`config.mk`:
```
export PLATFORM = sky130hd
export DESIGN_NAME = wptr_full_ctrl
export DESIGN_NICKNAME = d
export VERILOG_FILES = /design/src/rtl/wptr_full_ctrl.sv
export SDC_FILE = /design/constraint.sdc
export NUM_CORES = 1
export LEC_CHECK = 0
export ABC_AREA = 1
export CAP_MARGIN = 10
export CORE_AREA = 10 10 51 53
export CTS_CLUSTER_SIZE = 20
export DETAILED_ROUTE_END_ITERATION = 7
export DIE_AREA = 0 0 61 63
export HOLD_SLACK_MARGIN = 0.12
export PLACE_DENSITY_LB_ADDON = 0.25
export SLEW_MARGIN = 40
export SYNTH_ARGS = -nofsm -noshare
export SYNTH_HDL_FRONTEND = slang
export SYNTH_SLANG_ARGS = --single-unit
```
`constraint.sdc`:
```
create_clock -name wclk -period 1.7 [get_ports wclk]
set_input_delay 0.51 -clock wclk [delete_from_list [all_inputs] [get_ports wclk]]
set_output_delay 0.51 -clock wclk [all_outputs]
set_load 0.01 [all_outputs]
```
`src/rtl/wptr_full_ctrl.sv`:
```
// -----------------------------------------------------------------------------
// wptr_full_ctrl
//
// Write-side pointer and full-flag controller for the dual-clock FIFO. It
// takes the two-flop-synchronized Gray read pointer from the read-to-write
// synchronizer. It keeps a binary write pointer with one wrap bit and exports
// the registered Gray write pointer to the read domain. It also produces a
// registered full flag and a sticky overflow flag. When the level feature is
// built, it adds a fill level and an almost-full flag.
//
// Optional feature macro: WPTR_FULL_LEVEL_EN
//   defined   : Gray-to-binary of wq2_rptr, level subtractor, wlevel and
//               walmost_full registers are built.
//   undefined : wlevel is tied to 0 and walmost_full follows wfull.
//
// Parameters
//   ASIZE      FIFO address width, depth = 2**ASIZE (ASIZE >= 2)
//   AF_MARGIN  walmost_full when free slots <= AF_MARGIN (1 .. 2**ASIZE-1)
//
// Ports
//   wclk          in   write-domain clock
//   wrst_n        in   asynchronous active-low reset
//   winc          in   write request, accepted when wfull = 0
//   wq2_rptr      in   synchronized Gray read pointer [ASIZE:0]
//   wovf_clr      in   clears wovf (a same-cycle set wins)
//   waddr         out  binary RAM write address [ASIZE-1:0] (decoded from wbin)
//   wptr          out  registered Gray write pointer [ASIZE:0]
//   wfull         out  registered full flag
//   wovf          out  sticky overflow: write attempted while full
//   wlevel        out  registered fill level [ASIZE:0], 0 .. 2**ASIZE
//   walmost_full  out  registered almost-full flag
// -----------------------------------------------------------------------------
module wptr_full_ctrl #(
  parameter int ASIZE     = 4,
  parameter int AF_MARGIN = 2
) (
  input  logic             wclk,
  input  logic             wrst_n,
  input  logic             winc,
  input  logic [ASIZE:0]   wq2_rptr,
  input  logic             wovf_clr,
  output logic [ASIZE-1:0] waddr,
  output logic [ASIZE:0]   wptr,
  output logic             wfull,
  output logic             wovf,
  output logic [ASIZE:0]   wlevel,
  output logic             walmost_full
);

  localparam bit PARAMS_OK = (ASIZE >= 2) && (AF_MARGIN >= 1) &&
                             (AF_MARGIN <= (2 ** ASIZE) - 1);

  // Elaboration-time guard against illegal parameter sets.
  if (!PARAMS_OK) begin : g_param_check
    $error("wptr_full_ctrl: illegal ASIZE/AF_MARGIN");
  end

  logic [ASIZE:0] wbin;
  logic [ASIZE:0] wbinnext;
  logic [ASIZE:0] wgraynext;
  logic           winc_ok;
  logic           wfull_val;

  // A write is only accepted while not full; a blocked write leaves the
  // pointers untouched.
  assign winc_ok   = winc & ~wfull;
  assign wbinnext  = wbin + {{ASIZE{1'b0}}, winc_ok};
  assign wgraynext = (wbinnext >> 1) ^ wbinnext;

  // Full when the next write pointer equals the read pointer one lap ahead.
  // In Gray code, that means the two MSBs are inverted and the rest are equal.
  assign wfull_val = (wgraynext == {~wq2_rptr[ASIZE:ASIZE-1], wq2_rptr[ASIZE-2:0]});

  assign waddr = wbin[ASIZE-1:0];

  // NOTE: every register here uses non-blocking assignments and an async
  // reset branch. Then all flops sample the same pre-edge values, and
  // wrst_n=0 clears them at once without waiting for wclk.
  always_ff @(posedge wclk or negedge wrst_n) begin
    if (!wrst_n) begin
      wbin  <= '0;
      wptr  <= '0;
      wfull <= 1'b0;
    end else begin
      wbin  <= wbinnext;
      wptr  <= wgraynext;
      wfull <= wfull_val;
    end
  end

  // Sticky overflow. The set term is checked first, so a new overflow is
  // not lost to a concurrent clear.
  always_ff @(posedge wclk or negedge wrst_n) begin
    if (!wrst_n) begin
      wovf <= 1'b0;
    end else if (winc && wfull) begin
      wovf <= 1'b1;
    end else if (wovf_clr) begin
      wovf <= 1'b0;
    end
  end

`ifdef WPTR_FULL_LEVEL_EN
  localparam logic [ASIZE:0] AF_THRESH = (ASIZE + 1)'((2 ** ASIZE) - AF_MARGIN);

  logic [ASIZE:0] rbin;
  logic [ASIZE:0] level_next;

  // Gray to binary: bit i is the XOR of all Gray bits from the MSB down to i.
  // NOTE: this always_comb assigns a default before the loop, so every bit
  // is always written and no latch can be inferred.
  always_comb begin
    rbin = '0;
    for (int i = 0; i <= ASIZE; i++) begin
      rbin[i] = ^(wq2_rptr >> i);
    end
  end

  // Modulo 2**(ASIZE+1) difference. It stays correct across pointer wrap.
  // It uses the same wbinnext and wq2_rptr as wfull_val, so level,
  // almost-full and full agree in every cycle.
  assign level_next = wbinnext - rbin;

  always_ff @(posedge wclk or negedge wrst_n) begin
    if (!wrst_n) begin
      wlevel       <= '0;
      walmost_full <= 1'b0;
    end else begin
      wlevel       <= level_next;
      walmost_full <= (level_next >= AF_THRESH);
    end
  end
`else
  assign wlevel       = '0;
  assign walmost_full = wfull;
`endif

endmodule

```
==> impl_metrics.yaml, run 1 <==
outcome:
  outcome: "finished, final reports clean"
floorplan:
  placeableCoreArea_um2: 1652
  floorplan.rows: 15
  die_height_um: 63
  fp.dieW_um: 61
  initial_core_util: 0.3879
  top_ports: 26
  overall_die_area_um2: 3843
setup_path:
  cp_cell_sequence: "nor2_2, ha_4, ha_4, nand4_1, nand2_2, inv_2, nand2_2, nand3b_1, nand2_1, nor2_2"
  timing.setup.critical_path_class: "reg -> reg"
  critical_path.startpoint_type: "register"
  critPathCaptureType: "register"
  cp_data_arrival_time_ps: 1830
  worstPathRequired_ps: 1870
  crit_path_top_delay_cell: "sky130_fd_sc_hd__dfrtp_1"
  rr_worst_depth: 10
  max_stage_delay_ps: 410
  crit_path_max_fanout: 4
route:
  routed_wirelength_um: 1769
  detail_route.drc_violations: 0
  avgViaCountPerCell: 4.985
  vias: 668
  dr.first_iter.drc_count: 19
  detail-route-antenna-nets: 0
  drt_first_pass_iters: 5
  post_drt_wl_per_cell_um: 13.20
power_and_ir_drop:
  power.clock.fraction: 0.089
  power.switching_fraction: 0.4235
  cellPowerDensity_nw_per_um2: 2017
  power.static_leakage_nw: 0.5378
  net-switching-power_mw: 0.8604
  power_frac_seq: 0.228
  power_frac_comb: 0.684
  ir_drop_uv: 929.6
  cellInternalPower_mw: 1.171
cts:
  cts_made_buffers: 3
  cts.reportedPaths.clkPinSlew_ps: 70
  clockBufferDepth: 2
  cts_tree: "done"
  cts-root-buf: "sky130_fd_sc_hd__clkbuf_4"
  clock_insertion_delay_worst_skew_ps: 270
  deepest_level_of_the_cts_h_tree: 1
  cts_sinks: 11
placement:
  gp_congestion: 0.7714
  place_ws_ps: -554.2
  placed_cells: 126
  detailed_place_hpwl_um: 1278
  port-buffer-count: 20
timing:
  finalCritPeriodShare: 0.9747
  finClkSkew_ps: 0.8236
  report.final.hold_viol_count: 0
  final.setup.worst_slack_ps: 42.95
  rsz0062_at_grt: "true"
  max_freq_mhz: 603.5
  finalCriticalPeriod_ps: 1657
  timing.final.setup_violations: 0
  worst_slew_margin_rel: 0.6656
  tightestPinTransition_ps: 500.0
  slew_viol_final: 0
yosys:
  synth_area_per_cell_um2: 7.626
  ys_ff_latch: 11
  area_of_the_mapped_netlist_um2: 640.6
  yosysSeqAreaShare: 0.4297
  synth_cell_type_count: 14
  synthCells: 84
  ys_warn_count: 0
global_route:
  grt_pass1_wl_um: 2580
  first_global_vias: 591
  grt_remaining_overflow: 0
  grt_antenna_before_repair: 0
  globalRouteTotalUtil: 0.08709
  grt_start_max_net_pins: 12
final_layout:
  fillCellCount: 162
  layout-drive-gt1-share: 0.3419
  num-nets-final: 129
  area_delta_synth_final_pct: 57.23
  final_util: 0.6098
  layout.cells.non_filler: 134
  n_antenna_cell: 0
min_path:
  whs_path_cells: 3
  hold_path_class: "in -> reg"
job:
  timing.max_cap.violations: 0
-- registers in the layout (all words and copies together) (netlist names) --
signal and count:
wbin 5, wptr 4, walmost_full 1, wovf 1
-- layout by cell type (no fill, tap or decap), drive strengths merged --
cell type	n
dlygate4sd2	4
clkdlybuf4s50	12
inv	13
dfrtp	11
buf	11
dlymetal6s2s	3
nand4	3
clkbuf	5
nand2	30
o21ai	1
ha	2
nor2	3
conb	5
nand3b	2
nand3	12
-- power groups by stage --
stage	logic [mW]	registers, mW	clock network (mW)
5_1_grt	1.52	0.482	0.199
3_5_place_dp	1.16	0.474	0
4_1_cts	1.22	0.458	0.189
2_1_floorplan	0.570	0.540	0
3_3_place_gp	1.14	0.469	0
6_report	1.39	0.462	0.180
-- cells by family after synthesis --
family,Yosys count,synth area share
DFF,11,0.4297
other,1,0.005854
AOI/OAI and AO/OA,1,0.007805
buffers and inverters,19,0.1465
adders and majority gates,2,0.03906
and+or+nand+nor,50,0.3711
-- final timing paths --
path                       slack [ps]              startpoint                endpoint
min                               490                    winc        wovf$_DFFE_PN0P_
max in group asynchronous         770                  wrst_n       wbin[1]$_DFF_PN0_
min reg2reg                       550        wovf$_DFFE_PN0P_        wovf$_DFFE_PN0P_
min in group asynchronous         570                  wrst_n       wbin[2]$_DFF_PN0_
max reg2reg                        40  walmost_full$_DFF_PN0_  walmost_full$_DFF_PN0_
max                                40  walmost_full$_DFF_PN0_  walmost_full$_DFF_PN0_
-- metal layers --
| metal | global-route usage | vias to the layer above | share of wire |
|---|---|---|---|
| li1 | - | 319 | - |
| met2 | 0.1352 | 35 | 0.49 |
| met3 | 0.01829 | 10 | 0.076 |
| met4 | 0.08242 | 0 | 0.049 |
| met1 | 0.09091 | 304 | 0.38 |
| met5 | 0 | - | 0 |
-- area by class of cell --
cell class                 count  area, um^2  share of cell area
multi-input combinational     58       351.6              0.3491
timing repair buffer          31       280.3              0.2783
inverter                      13       51.30             0.05093
sequential                    11       276.5              0.2745
tap                           17       21.27             0.02112
clock buffer                   4       26.28             0.02609
-- metrics by stage --
step           cell area [um^2]  hold slack (ps)  power, mW  TNS, ps
4_1_cts                   945.9            550.7      1.869        0
2_1_floorplan             668.1            214.4      1.110        0
6_report                   1007            487.2      2.031        0
3_5_place_dp              897.1            538.4      1.637    -2802
3_3_place_gp              897.1            513.8      1.612    -2713
5_1_grt                    1007            494.3      2.197   -142.3
-- critical path, delay by kind of cell (launching register included) --
family | cells | cell delay, ps
flops | 1 | 410
fa+ha+maj | 2 | 330
simple gates | 7 | 760
buf+inv | 1 | 60
-- cells in the mapped netlist, drive strengths merged --
cell type	n	area, um^2
buf	6	45.04
conb	1	3.750
dfrtp	11	275.3
ha	2	25.02
inv	13	48.80
nand2	30	130.1
nand3	12	60.06
nand3b	2	15.01
nand4	3	18.77
nor2	3	13.77
o21ai	1	5.000
-- what timing repair did --
item / 4_1_cts / 5_1_grt
setup buffers: 3 / 1
endpoints found under the setup margin: 11 / 5
gates resized for setup: 9 / 18
hold endpoints to repair: 0 / 0
pin swaps: 6 / 12
hold buffers: 0 / 0
Power figures use the tool's default switching activity.
==> inputs of run 2 (changes only) <==
Settings changed: SETUP_SLACK_MARGIN set to 0.02.
==> impl_metrics.yaml, run 2 (synthesis results as in run 1) <==
cts:
  clockBufferDepth: 2
  cts.reportedPaths.clkPinSlew_ps: 70
  clock_insertion_delay_worst_skew_ps: 260
  cts_tree: "done"
  cts_sinks: 11
  cts-root-buf: "sky130_fd_sc_hd__clkbuf_4"
  holdBufCountCts: 0
  cts_made_buffers: 3
  deepest_level_of_the_cts_h_tree: 1
floorplan:
  placeableCoreArea_um2: 1652
  overall_die_area_um2: 3843
  floorplan.rows: 15
  fp.dieW_um: 61
  die_height_um: 63
  initial_core_util: 0.3879
  top_ports: 26
timing:
  finClkSkew_ps: 1.060
  rsz0062_at_grt: "true"
  finalCritPeriodShare: 0.9720
  setup-tns-final_ps: 0
  finalCriticalPeriod_ps: 1652
  worst_hold_slack_ps: 480.8
  report.final.hold_viol_count: 0
  slew_viol_final: 0
  max_freq_mhz: 605.2
  final.setup.worst_slack_ps: 47.52
  timing.final.setup_violations: 0
route:
  routed_wirelength_um: 1577
  detail-route-antenna-nets: 0
  avgViaCountPerCell: 4.637
  dr.first_iter.drc_count: 8
  vias: 626
  detail_route.drc_violations: 0
  post_drt_wl_per_cell_um: 11.68
  drt_first_pass_iters: 4
global_route:
  grt_start_max_net_pins: 12
  grt_antenna_before_repair: 0
  globalRouteTotalUtil: 0.07821
  first_global_vias: 579
  grt_pass1_wl_um: 2332
  grt_remaining_overflow: 0
power_and_ir_drop:
  ir_drop_uv: 1129
  cellPowerDensity_nw_per_um2: 2005
  power.static_leakage_nw: 0.5530
  report.power.total_mw: 2.001
setup_path:
  crit_path_top_delay_cell: "sky130_fd_sc_hd__dfrtp_1"
  cp_data_arrival_time_ps: 1860
  crit-reg2reg-launch: "walmost_full$_DFF_PN0_"
  max_stage_delay_ps: 400
  worstPathRequired_ps: 1910
  rr_worst_depth: 12
  timing.setup.critical_path_class: "reg -> reg"
  setup_slack_on_the_worst_flop_to_flop_path_ps: 50
  crit_path_max_fanout: 4
  reg2reg_to: "walmost_full$_DFF_PN0_"
  critical_path.startpoint_type: "register"
  critPathCaptureType: "register"
  cp_cell_sequence: "nor2_2, ha_2, ha_4, inv_4, nand2_4, nand2_2, nand2_2, nand2_2, nand3_2, nor2_2, nand2_1, nor2_2"
final_layout:
  largest_register_ff_count: 5
  fillCellCount: 159
  reg.largest.list: "wbin: 5 flops, wptr: 4 flops"
  regMostFlops: "wbin"
  area_delta_synth_final_pct: 55.86
  layout.cells.most_common: "sky130_fd_sc_hd__nand2_1"
  n_antenna_cell: 0
  num-nets-final: 130
  final_instance_area_um2: 998.5
  commonest_non_fill_non_tap_cells_in_the_layout: "sky130_fd_sc_hd__nand2_1 (17), sky130_fd_sc_hd__buf_4 (12), sky130_fd_sc_hd__nand3_1 (11), sky130_fd_sc_hd__nand2_2 (11), sky130_fd_sc_hd__clkdlybuf4s50_1 (11)"
  layout-drive-gt1-share: 0.3305
placement:
  port-buffer-count: 20
  place_ws_ps: -671.6
  gp_congestion: 0.7273
  detailed_place_hpwl_um: 1318
  placed_cell_area_um2: 914.6
min_path:
  whs_path_cells: 3
  timing.hold.worst_endpoint: "wovf$_DFFE_PN0P_"
  hold_path.startpoint: "winc"
  hold_path_class: "in -> reg"
job:
  timing.max_cap.violations: 0
outcome:
  outcome: "finished, final reports clean"
run 2: cell count changes in the layout (fill, tap and decap cells not counted), sizes merged:
cell / change
buf: +1
clkdlybuf4s50: -1
dlygate4sd2: +1
run 2: critical path: cells and delay by family, from the launching register on:
family	cells	cell delay, ps
and+or+nand+nor	9	680
adders and majority gates	2	430
buffers and inverters	1	70
DFF	1	400
run 2: metrics by stage:
step | std cells | utilization
5_1_grt | 135 | 0.6045
3_3_place_gp | 128 | 0.5538
4_1_cts | 134 | 0.5811
2_1_floorplan | 88 | -
3_5_place_dp | 128 | 0.5538
6_report | 135 | 0.6045
run 2: final cells by class:
class                   count  area, um^2  share of cell area
well taps                  17       21.27             0.02130
flip-flops and latches     11       276.5              0.2769
multi-input cells          58       336.6              0.3371
repair buffers             32       286.5              0.2870
inverters                  13       51.30             0.05138
clock buffers               4       26.28             0.02632
run 2: worst max-delay path by stage:
stage / start / endpoint
2_1_floorplan: winc / walmost_full$_DFF_PN0_
3_3_place_gp: winc / walmost_full$_DFF_PN0_
3_5_place_dp: winc / walmost_full$_DFF_PN0_
4_1_cts: winc / walmost_full$_DFF_PN0_
5_1_grt: walmost_full$_DFF_PN0_ / walmost_full$_DFF_PN0_
6_report: walmost_full$_DFF_PN0_ / walmost_full$_DFF_PN0_
run 2: routing by layer:
metal | wire, um | GRT usage | vias up
met2 | 868 | 0.1429 | 13
li1 | - | - | 324
met4 | 16 | 0.05769 | 0
met1 | 614 | 0.06920 | 287
met3 | 77 | 0.01626 | 2
met5 | 0 | 0 | -
run 2: timing repair:
item,in CTS,in global routing
gates resized for setup,12,13
buffers inserted,2,1
endpoints found under the setup margin,13,6
pin swaps,6,10
run 2: power breakdown:
part	leakage [nW]	switching (mW)	internal, mW
sequential	0.131	0.0657	0.389
combinational	0.407	0.687	0.681
clock	0.0150	0.0878	0.0907
==> inputs of run 3 (changes only) <==
Settings changed: CORE_AREA 10 10 51 53 to 10 10 50 52, DIE_AREA 0 0 61 63 to 0 0 60 62.
Clock period 1.7 ns to 1.99 ns, I/O delays scaled along.
==> impl_metrics.yaml, run 3 (synthesis results as in run 1) <==
outcome:
  outcome: "finished, final reports clean"
cts:
  cts_tree: "done"
  cts-root-buf: "sky130_fd_sc_hd__clkbuf_4"
  cts.reportedPaths.clkPinSlew_ps: 80
  clockBufferDepth: 2
  cts_sinks: 11
  clock_insertion_delay_worst_skew_ps: 260
  deepest_level_of_the_cts_h_tree: 1
  cts_made_buffers: 3
  holdBufCountCts: 0
timing:
  finalCritPeriodShare: 0.9569
  max_freq_mhz: 525.1
  slew_viol_final: 0
  worst_slew_margin_rel: 0.6681
  tightestPinTransition_ps: 496.4
  final.setup.worst_slack_ps: 85.75
  finalCriticalPeriod_ps: 1904
  report.final.hold_viol_count: 0
  finClkSkew_ps: 5.721
  timing.final.setup_violations: 0
  rsz0062_at_grt: "false"
setup_path:
  crit-reg2reg-launch: "walmost_full$_DFF_PN0_"
  crit_path_max_fanout: 6
  critPathCaptureType: "output pin"
  critical-path-top-delay-family: "buffers and inverters"
  max_stage_delay_ps: 600
  crit_path_top_delay_cell: "sky130_fd_sc_hd__clkdlybuf4s50_1"
  bufs_and_invs_on_worst_path: 1
  timing.setup.critical_path_class: "reg -> out"
  cp_data_arrival_time_ps: 1310
  setup_slack_on_the_worst_flop_to_flop_path_ps: 360
  critical_path.startpoint_type: "register"
  reg2reg_to: "walmost_full$_DFF_PN0_"
  worstPathRequired_ps: 1390
  cp_cell_sequence: "clkdlybuf4s50_1"
  rr_worst_depth: 12
global_route:
  grt_remaining_overflow: 0
  grt_pass1_wl_um: 2684
  globalRouteTotalUtil: 0.09170
  first_global_vias: 653
  grt_start_max_net_pins: 12
  grt_antenna_before_repair: 0
route:
  drt_first_pass_iters: 4
  avgViaCountPerCell: 4.868
  post_drt_wl_per_cell_um: 11.84
  detail_route.drc_violations: 0
  vias: 662
  dr.first_iter.drc_count: 9
  routed_wirelength_um: 1610
  detail-route-antenna-nets: 0
final_layout:
  final_instance_area_um2: 1002
  n_antenna_cell: 0
  ff_latch_area_um2: 277.8
  regMostFlops: "wbin"
  multi_input_combinational_cell_area_um2: 331.6
  reg.largest.list: "wbin: 5 flops, wptr: 4 flops"
  area_delta_synth_final_pct: 56.45
  layout-drive-gt1-share: 0.3109
  fillCellCount: 148
  largest_register_ff_count: 5
  num-nets-final: 131
  commonest_non_fill_non_tap_cells_in_the_layout: "sky130_fd_sc_hd__clkdlybuf4s50_1 (19), sky130_fd_sc_hd__nand2_1 (18), sky130_fd_sc_hd__buf_4 (13)"
  layout.cells.most_common: "sky130_fd_sc_hd__clkdlybuf4s50_1"
job:
  timing.max_cap.violations: 0
floorplan:
  die_height_um: 62
  initial_core_util: 0.3969
  floorplan.rows: 15
  fp.dieW_um: 60
  top_ports: 26
  placeableCoreArea_um2: 1614
  overall_die_area_um2: 3720
min_path:
  timing.hold.worst_endpoint: "wovf$_DFFE_PN0P_"
  hold_path_class: "reg -> reg"
  whs_path_cells: 2
  hold_path.startpoint: "wovf$_DFFE_PN0P_"
power_and_ir_drop:
  cellPowerDensity_nw_per_um2: 1763
  report.power.total_mw: 1.766
  ir_drop_uv: 867.8
  power.static_leakage_nw: 0.5032
placement:
  port-buffer-count: 20
  place_ws_ps: -386.8
  gp_congestion: 0.8014
  placed_cell_area_um2: 884.6
  detailed_place_hpwl_um: 1231
==> run 3: cell count changes in the layout (fill, tap and decap cells not counted), moves of 2 or more <==
cell / change
sky130_fd_sc_hd__clkdlybuf4s50_1: +8
sky130_fd_sc_hd__nor2_1: +2
sky130_fd_sc_hd__nor2_2: -2
sky130_fd_sc_hd__dlymetal6s2s_1: -3
sky130_fd_sc_hd__dlygate4sd2_1: -4
==> run 3: layout make-up <==
type / count / area share
multi-input cells: 58 / 0.3308
repair buffers: 33 / 0.2959
flip-flops and latches: 11 / 0.2772
inverters: 13 / 0.04869
clock buffers: 4 / 0.02622
well taps: 17 / 0.02122
==> run 3: stage by stage <==
stage | instances | hold WS, ps | TNS, ps | util
6_report | 136 | 525.8 | 0 | 0.6209
5_1_grt | 136 | 569.6 | 0 | 0.6209
4_1_cts | 135 | 531.5 | 0 | 0.6140
3_5_place_dp | 126 | 518.5 | -1360 | 0.5481
3_3_place_gp | 126 | 518.2 | -1292 | 0.5481
2_1_floorplan | 88 | 301.4 | 0 | -
==> run 3: how the worst max path moves through the flow <==
stage,startpoint,endpoint,slack [ps],depth (start not counted)
finish,wbin[3]$_DFF_PN0_,waddr[3],90,1
global route,winc,walmost_full$_DFF_PN0_,20,14
CTS,wbin[1]$_DFF_PN0_,waddr[1],30,1
detailed placement,winc,walmost_full$_DFF_PN0_,-390,14
global placement,winc,walmost_full$_DFF_PN0_,-380,14
floorplan,winc,walmost_full$_DFF_PN0_,150,13
==> run 3: power by group <==
group          leakage [nW]  switching [mW]  total [mW]  internal [mW]
clock network        0.0150          0.0750       0.152         0.0774
registers             0.131          0.0966       0.431          0.334
logic                 0.358           0.547        1.18          0.637
total                 0.503           0.718        1.77           1.05
==> run 3: worst register-to-register path, delay by kind of cell (launching register included) <==
| kind | cells | cell delay, ps |
|---|---|---|
| buf+inv | 1 | 70 |
| simple gates | 9 | 640 |
| flops | 1 | 400 |
| fa+ha+maj | 2 | 440 |
==> run 3: per-layer routing <==
layer,vias up,GRT usage,share of wire
li1,327,-,-
met1,316,0.08461,0.40
met2,17,0.1824,0.51
met3,2,0.01829,0.072
met4,0,0.04808,0.017
met5,-,0,0
==> run 3: repair_timing <==
| action | in CTS | in global routing |
|---|---|---|
| cloned | 0 | 0 |
| pin swaps | 11 | 5 |
| endpoints found under the setup margin | 3 | 2 |
| setup buffers | 6 | 1 |
| hold endpoints to repair | 0 | 0 |
| gates resized for setup | 13 | 2 |
